===== src/rtl/calu_sequencer_pkg.sv =====
// Shared definitions for the CALU command sequencer: widths, flag bit
// positions, opcode encodings, FSM state type and the command payload
// presented to the CALU.
package calu_sequencer_pkg;

    localparam int unsigned DATA_W = 32;
    localparam int unsigned FLAG_W = 12;
    localparam int unsigned OPC_W  = 4;
    localparam int unsigned CNT_W  = 4;
    localparam int unsigned ERR_W  = 8;

    // Flag bit positions inside calu_flags / rsp_flags / sticky_flags
    localparam int unsigned FLAG_CR   = 11;
    localparam int unsigned FLAG_CI   = 10;
    localparam int unsigned FLAG_DVFR = 9;
    localparam int unsigned FLAG_DVFI = 8;
    localparam int unsigned FLAG_ZER  = 7;
    localparam int unsigned FLAG_ZEI  = 6;
    localparam int unsigned FLAG_ZR   = 5;
    localparam int unsigned FLAG_ZI   = 4;
    localparam int unsigned FLAG_OR   = 3;
    localparam int unsigned FLAG_OI   = 2;
    localparam int unsigned FLAG_NR   = 1;
    localparam int unsigned FLAG_NI   = 0;

    // Flags that mark a result as erroneous (divide overflow / divide by zero)
    localparam logic [FLAG_W-1:0] ERR_MASK =
        FLAG_W'((1 << FLAG_DVFR) | (1 << FLAG_DVFI) | (1 << FLAG_ZER) | (1 << FLAG_ZEI));

    // CALU opcodes
    localparam logic [OPC_W-1:0] OP_CADD = 4'h0;
    localparam logic [OPC_W-1:0] OP_CSUB = 4'h1;
    localparam logic [OPC_W-1:0] OP_CMUL = 4'h2;
    localparam logic [OPC_W-1:0] OP_CDIV = 4'h3;
    localparam logic [OPC_W-1:0] OP_CINC = 4'h4;
    localparam logic [OPC_W-1:0] OP_CDEC = 4'h5;
    localparam logic [OPC_W-1:0] OP_CMAG = 4'h6;
    localparam logic [OPC_W-1:0] OP_CONJ = 4'hF;

    typedef enum logic [1:0] {
        ST_IDLE = 2'd0,
        ST_WAIT = 2'd1,
        ST_RESP = 2'd2
    } state_e;

    // Operation word held stable on the calu_* outputs
    typedef struct packed {
        logic [OPC_W-1:0]  opcode;
        logic [DATA_W-1:0] z1;
        logic [DATA_W-1:0] z2;
    } calu_cmd_t;

    function automatic logic is_error(input logic [FLAG_W-1:0] flags);
        return |(flags & ERR_MASK);
    endfunction

endpackage


===== src/rtl/calu_sequencer.sv =====
// CALU command sequencer: accepts one command at a time, presents it to an
// external CALU, waits SETTLE_CYCLES for the datapath to settle, captures
// the result into a response register and the accumulator, and keeps
// sticky flags plus a saturating error count.
// Ports:
//   clk, rst                          clock, synchronous active-high reset
//   cmd_valid/cmd_ready               command handshake
//   cmd_opcode/cmd_z1/cmd_z2          command payload
//   cmd_use_acc                       take Z1 from the accumulator
//   calu_opcode/calu_z1/calu_z2       registered operands to the CALU
//   calu_zout/calu_flags              CALU result and flags
//   rsp_valid/rsp_ready               response handshake
//   rsp_z/rsp_flags                   captured result and flags
//   acc                               accumulator (last captured result)
//   sticky_flags/sticky_clr           accumulated flags and their clear
//   err_count                         saturating count of error results
module calu_sequencer
    import calu_sequencer_pkg::*;
#(
    parameter int unsigned SETTLE_CYCLES = 2
) (
    input  logic              clk,
    input  logic              rst,
    input  logic              cmd_valid,
    output logic              cmd_ready,
    input  logic [OPC_W-1:0]  cmd_opcode,
    input  logic [DATA_W-1:0] cmd_z1,
    input  logic [DATA_W-1:0] cmd_z2,
    input  logic              cmd_use_acc,
    output logic [OPC_W-1:0]  calu_opcode,
    output logic [DATA_W-1:0] calu_z1,
    output logic [DATA_W-1:0] calu_z2,
    input  logic [DATA_W-1:0] calu_zout,
    input  logic [FLAG_W-1:0] calu_flags,
    output logic              rsp_valid,
    input  logic              rsp_ready,
    output logic [DATA_W-1:0] rsp_z,
    output logic [FLAG_W-1:0] rsp_flags,
    output logic [DATA_W-1:0] acc,
    output logic [FLAG_W-1:0] sticky_flags,
    input  logic              sticky_clr,
    output logic [ERR_W-1:0]  err_count
);

    localparam logic [CNT_W-1:0] CNT_LAST = CNT_W'(SETTLE_CYCLES - 1);
    localparam logic [ERR_W-1:0] ERR_MAX  = '1;

    state_e            state_q,     state_d;
    logic [CNT_W-1:0]  cnt_q,       cnt_d;
    calu_cmd_t         cmd_q,       cmd_d;
    logic              ready_q,     ready_d;
    logic              rsp_valid_q, rsp_valid_d;
    logic [DATA_W-1:0] rsp_z_q,     rsp_z_d;
    logic [FLAG_W-1:0] rsp_flags_q, rsp_flags_d;
    logic [DATA_W-1:0] acc_q,       acc_d;
    logic [FLAG_W-1:0] sticky_q,    sticky_d;
    logic [ERR_W-1:0]  err_q,       err_d;
    logic              capture_c;
    logic [FLAG_W-1:0] sticky_base_c;

    // Result is captured on the last settle cycle of WAIT
    always_comb begin
        capture_c = (state_q == ST_WAIT) && (cnt_q == CNT_LAST);
    end

    // Clear takes effect before a coincident capture merges its flags
    always_comb begin
        sticky_base_c = sticky_clr ? '0 : sticky_q;
    end

    // Next-state and datapath updates
    always_comb begin
        state_d     = state_q;
        cnt_d       = cnt_q;
        cmd_d       = cmd_q;
        rsp_valid_d = rsp_valid_q;
        rsp_z_d     = rsp_z_q;
        rsp_flags_d = rsp_flags_q;
        acc_d       = acc_q;
        sticky_d    = sticky_base_c;
        err_d       = err_q;

        case (state_q)
            ST_IDLE: begin
                if (cmd_valid) begin
                    cmd_d.opcode = cmd_opcode;
                    cmd_d.z1     = cmd_use_acc ? acc_q : cmd_z1;
                    cmd_d.z2     = cmd_z2;
                    cnt_d        = '0;
                    state_d      = ST_WAIT;
                end
            end
            ST_WAIT: begin
                if (capture_c) begin
                    rsp_z_d     = calu_zout;
                    rsp_flags_d = calu_flags;
                    acc_d       = calu_zout;
                    rsp_valid_d = 1'b1;
                    sticky_d    = sticky_base_c | calu_flags;
                    if (is_error(calu_flags) && (err_q != ERR_MAX)) begin
                        err_d = err_q + ERR_W'(1);
                    end
                    state_d = ST_RESP;
                end else begin
                    cnt_d = cnt_q + CNT_W'(1);
                end
            end
            ST_RESP: begin
                if (rsp_ready) begin
                    rsp_valid_d = 1'b0;
                    state_d     = ST_IDLE;
                end
            end
            default: begin
                state_d = ST_IDLE;
            end
        endcase

        ready_d = (state_d == ST_IDLE);
    end

    // State and output registers
    always_ff @(posedge clk) begin
        if (rst) begin
            state_q     <= ST_IDLE;
            cnt_q       <= '0;
            cmd_q       <= '0;
            ready_q     <= 1'b1;
            rsp_valid_q <= 1'b0;
            rsp_z_q     <= '0;
            rsp_flags_q <= '0;
            acc_q       <= '0;
            sticky_q    <= '0;
            err_q       <= '0;
        end else begin
            state_q     <= state_d;
            cnt_q       <= cnt_d;
            cmd_q       <= cmd_d;
            ready_q     <= ready_d;
            rsp_valid_q <= rsp_valid_d;
            rsp_z_q     <= rsp_z_d;
            rsp_flags_q <= rsp_flags_d;
            acc_q       <= acc_d;
            sticky_q    <= sticky_d;
            err_q       <= err_d;
        end
    end

    assign cmd_ready    = ready_q;
    assign calu_opcode  = cmd_q.opcode;
    assign calu_z1      = cmd_q.z1;
    assign calu_z2      = cmd_q.z2;
    assign rsp_valid    = rsp_valid_q;
    assign rsp_z        = rsp_z_q;
    assign rsp_flags    = rsp_flags_q;
    assign acc          = acc_q;
    assign sticky_flags = sticky_q;
    assign err_count    = err_q;

endmodule


===== config.mk =====
export PLATFORM = sky130hd
export DESIGN_NAME = calu_sequencer
export DESIGN_NICKNAME = d
export VERILOG_FILES = /design/src/rtl/calu_sequencer_pkg.sv /design/src/rtl/calu_sequencer.sv
export SDC_FILE = /design/constraint.sdc
export NUM_CORES = 1
export LEC_CHECK = 0
export CAP_MARGIN = 25
export CORE_MARGIN = 1.5
export CORE_UTILIZATION = 44
export CTS_BUF_LIST = sky130_fd_sc_hd__clkbuf_4
export DETAILED_ROUTE_END_ITERATION = 8
export PLACE_DENSITY = 0.88
export SLEW_MARGIN = 20
export SYNTH_ARGS = -nofsm -noshare
export SYNTH_HDL_FRONTEND = slang
export SYNTH_SLANG_ARGS = --single-unit

===== constraint.sdc =====
create_clock -name clk -period 4 [get_ports clk]
set_input_delay 1.2 -clock clk [delete_from_list [all_inputs] [get_ports clk]]
set_output_delay 1.2 -clock clk [all_outputs]
set_load 0.01 [all_outputs]

# ---- Word level (Yosys, flattened, before mapping)
# Cells that the tools add are included.
dict set report word_totals {
  word_cells 48
  inputBits 118
  mem_bits_rw 0
  reg_bits 140
  rom_bits 0
  memories 0
  latchBits 0
}
dict set report classes {
  bitwise 1
  reduce_logical 12
  mul 0
  magnitude_cmp 0
  n_mux 14
  div 0
  add_sub_neg 2
  eq_ne 8
  n_shift 0
}
# cell count
set op_table {}
lappend op_table {{$mux W12} 3}
lappend op_table {{$mux W32} 1}
lappend op_table {{$or A12 B12 Y12} 1}
lappend op_table {{$reduce_and A3 Y1} 3}
lappend op_table {{$add A8 B1 Y8 const B} 1}
lappend op_table {{$mux W4} 2}
lappend op_table {{$ne A2 B2 Y1 const B} 4}
lappend op_table {{$ne A8 B8 Y1 const B} 1}
lappend op_table {{$pmux W4 S2} 1}
lappend op_table {{$mux W2} 3}
lappend op_table {{$pmux W2 S3} 1}
lappend op_table {{$add A4 B1 Y4 const B} 1}
lappend op_table {{$eq A4 B1 Y1 const B} 1}
lappend op_table {{$logic_not A2 Y1} 2}
lappend op_table {{$reduce_and A2 Y1} 2}
lappend op_table {{$reduce_bool A2 Y1} 2}
lappend op_table {{$reduce_or A4 Y1} 1}
lappend op_table {{$eq A2 B1 Y1 const B} 1}
lappend op_table {{$eq A2 B2 Y1 const B} 1}
lappend op_table {{$logic_and A1 B1 Y1} 2}
lappend op_table {{$mux W1} 2}
lappend op_table {{$pmux W1 S2} 1}

# ---- Depth between registers and ports, before layout
# Gate-level depths: netlist (run 1).
dict set report depth {
  ltp_word 5
  ltp_mapped 8
}

# ---- Worst setup path before layout (run 1)
# Ideal clock, no wire load.
dict set report synth_timing {
  path_kind {in2reg}
  from {input port calu_flags[6]}
  to {register err_q[6] (netlist: err_count[6])}
  t_arrival_ns 2.270
  stages 5
  required_time_ns 3.879
  slack_ns 1.609
  setup_ns 0.121
  cell_sequence {or4_4 -> nand3_2 -> buf_6 -> nor3_2 -> mux2_4}
}
dict set report synth_between {
  elab_chain_len 3
}
# item line_no
set synth_lines {}
lappend synth_lines {{start: declaration} calu_sequencer.sv:34} ;# input logic [FLAG_W-1:0] calu_flags,
lappend synth_lines {{$reduce_or A4 Y1} calu_sequencer_pkg.sv:54} ;# return |(flags & ERR_MASK);
lappend synth_lines {{$logic_and A1 B1 Y1} calu_sequencer.sv:100} ;# if (is_error(calu_flags) && (err_q != ERR_MAX)) begin
lappend synth_lines {{$reduce_and A3 Y1 (no source line)} n/a}
lappend synth_lines {{end signal: assignment} calu_sequencer.sv:145} ;# err_q <= err_d;
lappend synth_lines {{end: declaration} calu_sequencer.sv:57} ;# logic [ERR_W-1:0] err_q, err_d;
# Every way passes these cells.
# A chain may end at the register's enable or synchronous reset.

# ---- Worst setup path in the final report (run 1)
dict set report layout_timing {
  from {register err_q[3] (netlist: err_count[3])}
  to {output port err_count[3]}
}
# item line_no
set layout_rtl {}
lappend layout_rtl {{end: declaration} calu_sequencer.sv:42} ;# output logic [ERR_W-1:0] err_count
# No word-level cell between the ends.

==> summary.md, run 1 <==
| Metric | Value |
|---|---|
| Achievable Freq | `roughly 360 MHz` |
| Final Hold Fails | `0` |
| Max Slew Vio Count | `0` |
| Sequential area share after synthesis | `between 50% and 60%` |
| I/O Buffers | `~280` |
| Finish-stage setup viols | `0` |
| N_diodes | `0` |
| Post-synth top cells | `nand2_1, dfxtp_1, a21oi_1` |
| Cell taking the most area after synthesis | `dfxtp_1` |
| Worst vdd ir | `between 200 and 300 uV` |
| CTS Sinks | `140` |
| Final ANT Viol Nets | `0` |
| Die area | `between 0.01 and 0.015 mm^2` |
| Synth-to-layout area growth | `53.7%` |
| Main synth FF type | `dfxtp_1` |
| Initial Util | `45.6%` |
| Placed Cells incl. Taps | `1026` |
| Top cell family by delay on the critical path | `buffers and inverters` |
| Period utilisation layout | `between 60 and 70%` |
| Clock slew at reported path FFs | `around 120 ps` |
| Wire per inst | `~16 um` |
| Worst-skew pair later-pin latency | `around 550 ps` |
| Die X | `~120 um` |
| Die Height | `roughly 120 um` |
| Largest net degree at the start of global routing | `77` |
| Post-CTS Hold Buffers | `0` |
| Global-route wire length before repair | `roughly 26000 um` |
| Cts repair resizes | `0` |
| Final Cell Area | `about 0.0085 mm^2` |
| Clock Skew | `between 15 and 20 ps` |
| Placement Rows | `40` |
| Setup Buffers After CTS | `0` |
| Yosys cell types | `34` |
| Crit-path cells | `clkdlybuf4s50_1` |
| CTS Root Cell | `clkbuf_4` |
| TritonCTS clock tree | `yes` |
| Crit path buf inv count | `1` |
| Total CTS buffers | `17` |
| Area contributors post-synth | `dfxtp_1, nand2_1, a21oi_1` |
| Outcome | `finished clean` |
| Post-DP HPWL | `about 12000 um` |
| First-pass iteration count of the detailed router | `4` |
| Synthesized instance count | `approximately 650` |
| H-tree depth | `4` |
| Final core occ | `between 70 and 80%` |
| Max-capacitance violation count | `0` |
| Core Region | `between 0.01 and 0.015 mm^2` |
| RSZ-0062 raised after global routing | `false` |
| Vias in the first global route | `roughly 5300` |
| Crit end category | `output pin` |
| Detailed-route vias per instance | `approximately 5` |
| Drc violations | `0` |
| HP Class | `reg2reg` |
| Relative slew slack | `31.7%` |
| Post-synth EDFFs | `0` |
| Routed wire length | `about 17000 um` |
| Worst Tran Pin Value | `slightly above 1000 ps` |
| Startpoint type of the worst setup path | `flop` |
| CTS Buffer Depth | `2` |
| Drt initial violations | `about 270` |
| CP max stage cell | `clkdlybuf4s50_1` |
| Leakage Power | `about 3 nW` |
| Share of cells above drive strength 1 | `5.72%` |
| Post-layout minimum cycle time | `between 2000 and 3000 ps` |
| Pwr dens | `~360 mW/mm^2` |
| Arrival @ worst endpoint | `1590 ps` |
| Crit path max fanout | `6` |
| # IOs | `284` |
| Setup_tns | `0 ps` |
| Via count | `5294` |
| Initial antenna violation count | `0` |
| Required time worst endpoint | `2800 ps` |
| Final net count | `approximately 1000` |
| Post-Syn Nets | `about 770` |
| Routability congestion estimate | `0.774` |
| Final hold slack | `456 ps` |
| Largest stage delay on the critical path | `around 600 ps` |
| Total global routing overflow | `0` |
| Top-area cell type share of the netlist area | `about half` |
| Yosys reg bits | `140` |
| Final Non-Filler Cells | `about 1100` |
| Mean post-synth cell area | `8.55 um^2` |
| Async set-reset flop share out of synthesis | `0%` |
| Mapped cell area | `approximately 0.0055 mm^2` |
| Most common cell in the netlist | `nand2_1` |
| Placed cell area | `0.00818 mm^2` |
| Gr usage total | `25.4%` |
| Synthesis Warnings | `0` |
| Setup CP Type | `reg2out` |
-- stage by stage --
| step | setup WS [ps] | total power [mW] |
|---|---|---|
| 4_1_cts | 1160 | 3.06 |
| 3_3_place_gp | 1060 | 2.06 |
| 5_1_grt | 1120 | 3.18 |
| 6_report | 1210 | 3.04 |
| 2_1_floorplan | 1610 | 1.77 |
| 3_5_place_dp | 1010 | 2.08 |
-- final timing paths --
check,startpoint,cells after the start,slack [ps],end
min reg2reg,rsp_flags[11],2,460,rsp_flags[11]
min,rsp_flags[11],2,460,rsp_flags[11]
max,err_count[3],1,1210,err_count[3]
max reg2reg,cnt_q[0],5,1760,sticky_flags[10]
-- routing by layer --
metal / global-route usage, % / vias up / wire [um]
met1: 26.9 / 2436 / 6290
met4: 12.5 / 0 / 547
met3: 9.65 / 42 / 1330
met2: 44.4 / 208 / 8350
li1: - / 2608 / -
met5: 0 / - / 0
-- final cells by class --
| class | instances | area, um^2 |
|---|---|---|
| multi-input combinational | 426 | 2290 |
| inverter | 4 | 15.0 |
| timing repair buffer | 289 | 2890 |
| clock buffer | 21 | 158 |
| fill | 971 | 3640 |
| sequential | 140 | 2800 |
| clock inverter | 11 | 149 |
| tap | 168 | 210 |
-- state kept, by name (all words and copies together), names as in the netlist --
register and cells:
cnt_q 4, calu_z1 32, rsp_flags 12, err_count 8, acc 32, sticky_flags 12, state_q 2, calu_z2 32
calu_opcode 4, rsp_valid 1, cmd_ready 1
-- placed cells by master, fill, tap and decap left out, drive strengths merged, types with 5 or more instances in the layout --
cell / n
nor2: 38
clkbuf: 21
clkdlybuf4s50: 281
nand2: 167
nand2b: 15
mux2i: 33
dfxtp: 140
buf: 8
a211oi: 33
clkinv: 7
a21oi: 101
nand3: 5
-- cells by family after synthesis --
kind of cell	count (synthesis)	synth area share (%)
simple gates	245	19.2
xor+xnor	2	0.316
mux	36	6.64
flops	140	50.6
buf+inv	82	8.26
fa+ha+maj	3	0.677
compound gates	140	14.4
-- power breakdown --
group / switching (mW) / leakage [nW] / total (mW) / internal, mW
registers: 0.0440 / 1.14 / 1.51 / 1.47
logic: 0.235 / 1.73 / 0.534 / 0.299
clock network: 0.481 / 0.169 / 0.992 / 0.512
Power figures use the tool's default switching activity.
==> run 2: changes to the inputs <==
--- a/config.mk
+++ b/config.mk
@@ -7,10 +7,10 @@
 export LEC_CHECK = 0
 export CAP_MARGIN = 25
 export CORE_MARGIN = 1.5
-export CORE_UTILIZATION = 44
+export CORE_UTILIZATION = 41
 export CTS_BUF_LIST = sky130_fd_sc_hd__clkbuf_4
 export DETAILED_ROUTE_END_ITERATION = 8
-export PLACE_DENSITY = 0.88
+export PLACE_DENSITY = 0.82
 export SLEW_MARGIN = 20
 export SYNTH_ARGS = -nofsm -noshare
 export SYNTH_HDL_FRONTEND = slang
==> constraint.sdc (replaced) <==
create_clock -name clk -period 2.78 [get_ports clk]
set_input_delay 0.834 -clock clk [delete_from_list [all_inputs] [get_ports clk]]
set_output_delay 0.834 -clock clk [all_outputs]
set_load 0.01 [all_outputs]
==> run 2 against run 1 <==
  * Largest cell class unchanged
  * Cell area up 1.7%
  * Die area up 7.1%
  * Combinational power grew 46%
  * Flip-flop and latch count unchanged
  * Global-route usage decreased by 3.1 points
  * First-iteration DRC count fell by 13%
  * Register-to-register slack got worse by 990 ps
  * Largest power group unchanged
==> summary.md, run 2 (synthesized netlist as in run 1, its figures left out) <==
| Metric | Value |
|---|---|
| HP Class | `reg2reg (unchanged)` |
| Post-CTS Hold Buffers | `0 (unchanged)` |
| Crit path max fanout | `4 (was 6)` |
| Worst-skew pair later-pin latency | `530 ps (was 550 ps)` |
| Cts repair resizes | `0 (unchanged)` |
| Max Slew Vio Count | `0 (unchanged)` |
| Setup Buffers After CTS | `0 (unchanged)` |
| CTS Buffer Depth | `2 (unchanged)` |
| RSZ-0062 raised after global routing | `false (unchanged)` |
| Largest net degree at the start of global routing | `70 (was 77)` |
| Post-layout minimum cycle time | `roughly 2400 ps` |
| Setup CP Type | `reg2out (unchanged)` |
| Total power draw | `4.55 mW (was 3.04 mW)` |
| Routed wire length | `16000 um (was 16500 um)` |
| Worst vdd ir | `342 uV (was 250 uV)` |
| Achievable Freq | `about 420 MHz` |
| Die X | `119 um (was 115 um)` |
| Initial Util | `41.9% (was 45.6%)` |
| CTS Sinks | `140 (unchanged)` |
| Drt initial violations | `233 (was 268)` |
| Final ANT Viol Nets | `0 (unchanged)` |
| Dpl ws | `228 ps (was 1010 ps)` |
| Outcome | `finished clean (unchanged)` |
| Clock Skew | `20.1 ps (was 17.3 ps)` |
| Required time worst endpoint | `1950 ps (was 2800 ps)` |
| Core Region | `0.0132 mm^2 (was 0.0122 mm^2)` |
| First-pass iteration count of the detailed router | `4 (unchanged)` |
| Period utilisation layout | `a little under nine tenths` |
| Vias in the first global route | `4794 (was 5276)` |
| Crit Reg-Reg Endpoint | `acc[6] (was sticky_flags[10])` |
| Final Non-Filler Cells | `1072 (was 1059)` |
| Final net count | `1003 (was 999)` |
| Placed cell area | `0.00831 mm^2 (was 0.00818 mm^2)` |
| Via count | `5221 (was 5294)` |
| Total global routing overflow | `0 (unchanged)` |
| Final worst setup slack | `388 ps (was 1210 ps)` |
| H-tree depth | `4 (unchanged)` |
| CTS Root Cell | `clkbuf_4 (unchanged)` |
| Most common cell after layout, fill and taps aside | `clkdlybuf4s50_1 (unchanged)` |
| Hold path cells | `2 (unchanged)` |
| Hold path start | `calu_z2[18] (was rsp_flags[11])` |
| Total CTS buffers | `17 (unchanged)` |
| Synth-to-layout area growth | `56.3% (was 53.7%)` |
| Clock slew at reported path FFs | `130 ps (was 120 ps)` |
| Wire per inst | `14.9 um (was 15.6 um)` |
| Placed Cells incl. Taps | `1039 (was 1026)` |
| Largest stage delay on the critical path | `580 ps (was 590 ps)` |
| Initial antenna violation count | `2 (was 0)` |
| Detailed-route vias per instance | `4.87 (was 5.00)` |
| Reg2reg setup slack | `770 ps (was 1760 ps)` |
| Final Hold Fails | `0 (unchanged)` |
| Finish-stage setup viols | `0 (unchanged)` |
| Post-DP HPWL | `11300 um (was 11700 um)` |
| Top cell family by delay on the critical path | `buffers and inverters (unchanged)` |
| Hold endpoint | `calu_z2[18] (was rsp_flags[11])` |
| Share of cells above drive strength 1 | `6.38% (was 5.72%)` |
| Worst Tran Pin Value | `761 ps (was 1030 ps)` |
| Pwr dens | `525 mW/mm^2 (was 357 mW/mm^2)` |
| Global-route wire length before repair | `24900 um (was 25800 um)` |
| Crit end category | `output pin (unchanged)` |
| Placement Rows | `42 (was 40)` |
| Leakage Power | `3.10 nW (was 3.04 nW)` |
| Setup_tns | `0 ps (unchanged)` |
| Relative slew slack | `48.9% (was 31.7%)` |
| CP max stage cell | `clkdlybuf4s50_1 (unchanged)` |
| Max-capacitance violation count | `0 (unchanged)` |
| Die Height | `119 um (was 115 um)` |
| # IOs | `284 (unchanged)` |
| Crit-path cells | `clkdlybuf4s50_1 (unchanged)` |
| Reg2Reg Depth | `6 (was 5)` |
| Arrival @ worst endpoint | `1560 ps (was 1590 ps)` |
| Crit path buf inv count | `1 (unchanged)` |
| Drc violations | `0 (unchanged)` |
| Routability congestion estimate | `0.793 (was 0.774)` |
| Gr usage total | `22.3% (was 25.4%)` |
| I/O Buffers | `283 (unchanged)` |
| TritonCTS clock tree | `yes (unchanged)` |
| Commonest cells after routing, fill and taps aside | `clkdlybuf4s50_1, nand2_1, dfxtp_1 (unchanged)` |
| Critical R2R Launch | `cnt_q[0] (unchanged)` |
| Final Cell Area | `0.00866 mm^2 (was 0.00852 mm^2)` |
| Die area | `0.0142 mm^2 (was 0.0133 mm^2)` |
| Startpoint type of the worst setup path | `flop (unchanged)` |
run 2: cell count changes in the layout (fill, tap and decap cells not counted), moves of 2 or more:
| cell | change |
|---|---|
| buf_12 | +6 |
| bufinv_16 | +2 |
| clkbuf_4 | -4 |
| clkinv_1 | -3 |
| clkinv_2 | +2 |
| clkinv_4 | +2 |
| diode_2 | +2 |
run 2: layout make-up:
cell class / count / area, um^2
fill: 1113 / 4580
timing repair buffer: 293 / 2980
sequential: 140 / 2800
multi-input combinational: 426 / 2290
clock inverter: 14 / 225
tap: 176 / 220
clock buffer: 17 / 128
inverter: 4 / 15.0
antenna: 2 / 5.00
run 2: metal layers:
| metal | routed length (um) | track usage, % | share of wire [%] | up-vias |
|---|---|---|---|---|
| li1 | - | - | - | 2619 |
| met1 | 6410 | 25.8 | 40 | 2383 |
| met2 | 7990 | 37.8 | 50 | 192 |
| met3 | 1170 | 6.80 | 7.3 | 27 |
| met4 | 444 | 10.2 | 2.8 | 0 |
| met5 | 0 | 0 | 0 | - |
run 2: report_power, final:
| part | switching [mW] | internal, mW | leakage [nW] |
|---|---|---|---|
| Sequential | 0.0607 | 2.11 | 1.14 |
| Clock | 0.720 | 0.880 | 0.190 |
| Combinational | 0.336 | 0.445 | 1.77 |
run 2: how the worst max path moves through the flow:
stage / from / to / slack (ps) / cells after the start
2_1_floorplan: calu_flags[6] / err_count[6] / 750 / 5
3_3_place_gp: calu_flags[6] / err_count[6] / 270 / 5
3_5_place_dp: calu_flags[6] / err_count[6] / 230 / 5
4_1_cts: acc[2] / rsp_z[2] / 320 / 1
5_1_grt: acc[0] / acc[0] / 280 / 1
6_report: acc[5] / rsp_z[5] / 390 / 1
run 2: per-stage QoR:
step                      util, %  hold WS, ps
after CTS                    65.4          463
after detailed placement     62.7          446
after global routing         65.4          475
after global placement       62.7          440
final                        65.4          460
after floorplan                 -          481
==> run 3: changes to the inputs <==
--- a/config.mk
+++ b/config.mk
@@ -7,10 +7,11 @@
 export LEC_CHECK = 0
 export CAP_MARGIN = 25
 export CORE_MARGIN = 1.5
-export CORE_UTILIZATION = 41
+export CORE_UTILIZATION = 44
 export CTS_BUF_LIST = sky130_fd_sc_hd__clkbuf_4
 export DETAILED_ROUTE_END_ITERATION = 8
-export PLACE_DENSITY = 0.82
+export PLACE_DENSITY = 0.88
+export SETUP_SLACK_MARGIN = 0.05
 export SLEW_MARGIN = 20
 export SYNTH_ARGS = -nofsm -noshare
 export SYNTH_HDL_FRONTEND = slang
==> constraint.sdc (replaced) <==
create_clock -name clk -period 3.1 [get_ports clk]
set_input_delay 0.93 -clock clk [delete_from_list [all_inputs] [get_ports clk]]
set_output_delay 0.93 -clock clk [all_outputs]
set_load 0.01 [all_outputs]
==> run 3 against run 2 <==
  * Flip-flop and latch count stayed put
  * Cell area is 1.5% lower
  * First-iteration DRC count is 53% higher
  * Clock power is 31% lower
  * Count of clock-buffer cells in the layout is 1 higher
  * Critical path depth stayed put
  * Register-to-register slack better by 270 ps
  * Global-route usage is 1.7 points higher
  * Cell count is 0.75% lower
==> summary.md, run 3 (synthesized netlist as in run 1, its figures left out) <==
| Metric | Value |
|---|---|
| Outcome | `finished clean (unchanged)` |
| Largest stage delay on the critical path | `610 ps (was 580 ps)` |
| Post-layout minimum cycle time | `2520 ps` |
| Wire per inst | `15.1 um (was 14.9 um)` |
| Routed wire length | `16100 um (was 16000 um)` |
| Leakage Power | `3.03 nW (was 3.10 nW)` |
| Routability congestion estimate | `0.811 (was 0.793)` |
| Pwr dens | `440 mW/mm^2 (was 525 mW/mm^2)` |
| Final net count | `1004 (was 1003)` |
| Post-DP HPWL | `11600 um (was 11300 um)` |
| Final hold slack | `459 ps (was 460 ps)` |
| Final worst setup slack | `577 ps (was 388 ps)` |
| Max Slew Vio Count | `0 (unchanged)` |
| Commonest cells after routing, fill and taps aside | `clkdlybuf4s50_1, nand2_1, dfxtp_1 (unchanged)` |
| Worst vdd ir | `258 uV (was 342 uV)` |
| Die area | `0.0133 mm^2 (was 0.0142 mm^2)` |
| Via count | `5289 (was 5221)` |
| Placed cell area | `0.00827 mm^2 (was 0.00831 mm^2)` |
| Total global routing overflow | `0 (unchanged)` |
| RSZ-0062 raised after global routing | `false (unchanged)` |
| Initial Util | `45.6% (was 41.9%)` |
| Finish-stage setup viols | `0 (unchanged)` |
| First-pass iteration count of the detailed router | `4 (unchanged)` |
| Largest net degree at the start of global routing | `67 (was 70)` |
| I/O Buffers | `283 (unchanged)` |
| Total CTS buffers | `17 (unchanged)` |
| Achievable Freq | `approximately 400 MHz` |
| TritonCTS clock tree | `yes (unchanged)` |
| N_diodes | `0 (was 2)` |
| Period utilisation layout | `between 80% and 90%` |
| Core Region | `0.0122 mm^2 (was 0.0132 mm^2)` |
| Worst Tran Pin Value | `836 ps (was 761 ps)` |
| Area of the multi-input gates | `0.00229 mm^2 (unchanged)` |
| Clock Skew | `20.0 ps (was 20.1 ps)` |
| Final Non-Filler Cells | `1064 (was 1072)` |
| Filler Cells Inserted | `947 (was 1113)` |
| Global-route wire length before repair | `24800 um (was 24900 um)` |
| Reg2reg setup slack | `1040 ps (was 770 ps)` |
| Die Height | `115 um (was 119 um)` |
| Crit path buf inv count | `1 (unchanged)` |
| Placed Cells incl. Taps | `1032 (was 1039)` |
| CTS Sinks | `140 (unchanged)` |
| Crit end category | `output pin (unchanged)` |
| Relative slew slack | `43.8% (was 48.9%)` |
| Setup_tns | `0 ps (unchanged)` |
| Crit path max fanout | `6 (was 4)` |
| Cts repair resizes | `0 (unchanged)` |
| Dpl ws | `493 ps (was 228 ps)` |
| Detailed-route vias per instance | `4.97 (was 4.87)` |
| Clock slew at reported path FFs | `120 ps (was 130 ps)` |
| Drt initial violations | `357 (was 233)` |
| CTS Root Cell | `clkbuf_4 (unchanged)` |
| Most common cell after layout, fill and taps aside | `clkdlybuf4s50_1 (unchanged)` |
| Final Cell Area | `0.00853 mm^2 (was 0.00866 mm^2)` |
| # IOs | `284 (unchanged)` |
| Die X | `115 um (was 119 um)` |
| Final Hold Fails | `0 (unchanged)` |
| Initial antenna violation count | `0 (was 2)` |
| Crit-path cells | `clkdlybuf4s50_1 (unchanged)` |
| Post-CTS Hold Buffers | `0 (unchanged)` |
| Max-capacitance violation count | `0 (unchanged)` |
| Placement Rows | `40 (was 42)` |
| Startpoint type of the worst setup path | `flop (unchanged)` |
| Worst-skew pair later-pin latency | `530 ps (about the same)` |
| HP Class | `reg2reg (unchanged)` |
| Synth-to-layout area growth | `53.9% (was 56.3%)` |
| Share of cells above drive strength 1 | `6.36% (was 6.38%)` |
| Vias in the first global route | `4962 (was 4794)` |
| Setup Buffers After CTS | `0 (unchanged)` |
| Gr usage total | `24.0% (was 22.3%)` |
| Drc violations | `0 (unchanged)` |
| CP max stage cell | `clkdlybuf4s50_1 (unchanged)` |
| Total power draw | `3.76 mW (was 4.55 mW)` |
| Top cell family by delay on the critical path | `buffers and inverters (unchanged)` |
| Arrival @ worst endpoint | `1590 ps (was 1560 ps)` |
| Setup CP Type | `reg2out (unchanged)` |
| Required time worst endpoint | `2170 ps (was 1950 ps)` |
| CTS Buffer Depth | `2 (unchanged)` |
| Final core occ | `70.1% (was 65.4%)` |
| H-tree depth | `4 (unchanged)` |
| Final ANT Viol Nets | `0 (unchanged)` |
| Register area | `0.00280 mm^2 (unchanged)` |
==> run 3: final timing paths <==
path | startpoint | to | cells after the start
max | err_count[3] | err_count[3] | 1
min reg2reg | calu_z2[24] | calu_z2[24] | 2
max reg2reg | cnt_q[0] | acc[15] | 6
min | calu_z2[24] | calu_z2[24] | 2
==> run 3: per-layer routing <==
layer	vias up	GRT usage, %	routed length [um]
li1	2611	-	-
met1	2442	27.0	6350
met2	208	42.3	8070
met3	28	7.70	1290
met4	0	9.30	365
met5	-	0	0
==> run 3: area by class of cell <==
type                            count  share of cell area, %
Clock buffer                       18                   1.58
Clock inverter                     14                   1.51
Inverter                            4                  0.176
Multi-Input combinational cell    426                   26.9
Sequential cell                   140                   32.9
Tap cell                          168                   2.46
Timing Repair Buffer              294                   34.5
==> run 3: power by group <==
part           total [mW]  switching (mW)  internal (mW)
combinational       0.696           0.302          0.393
sequential           1.95          0.0560           1.89
clock                1.11           0.640          0.472
total                3.76           0.998           2.76
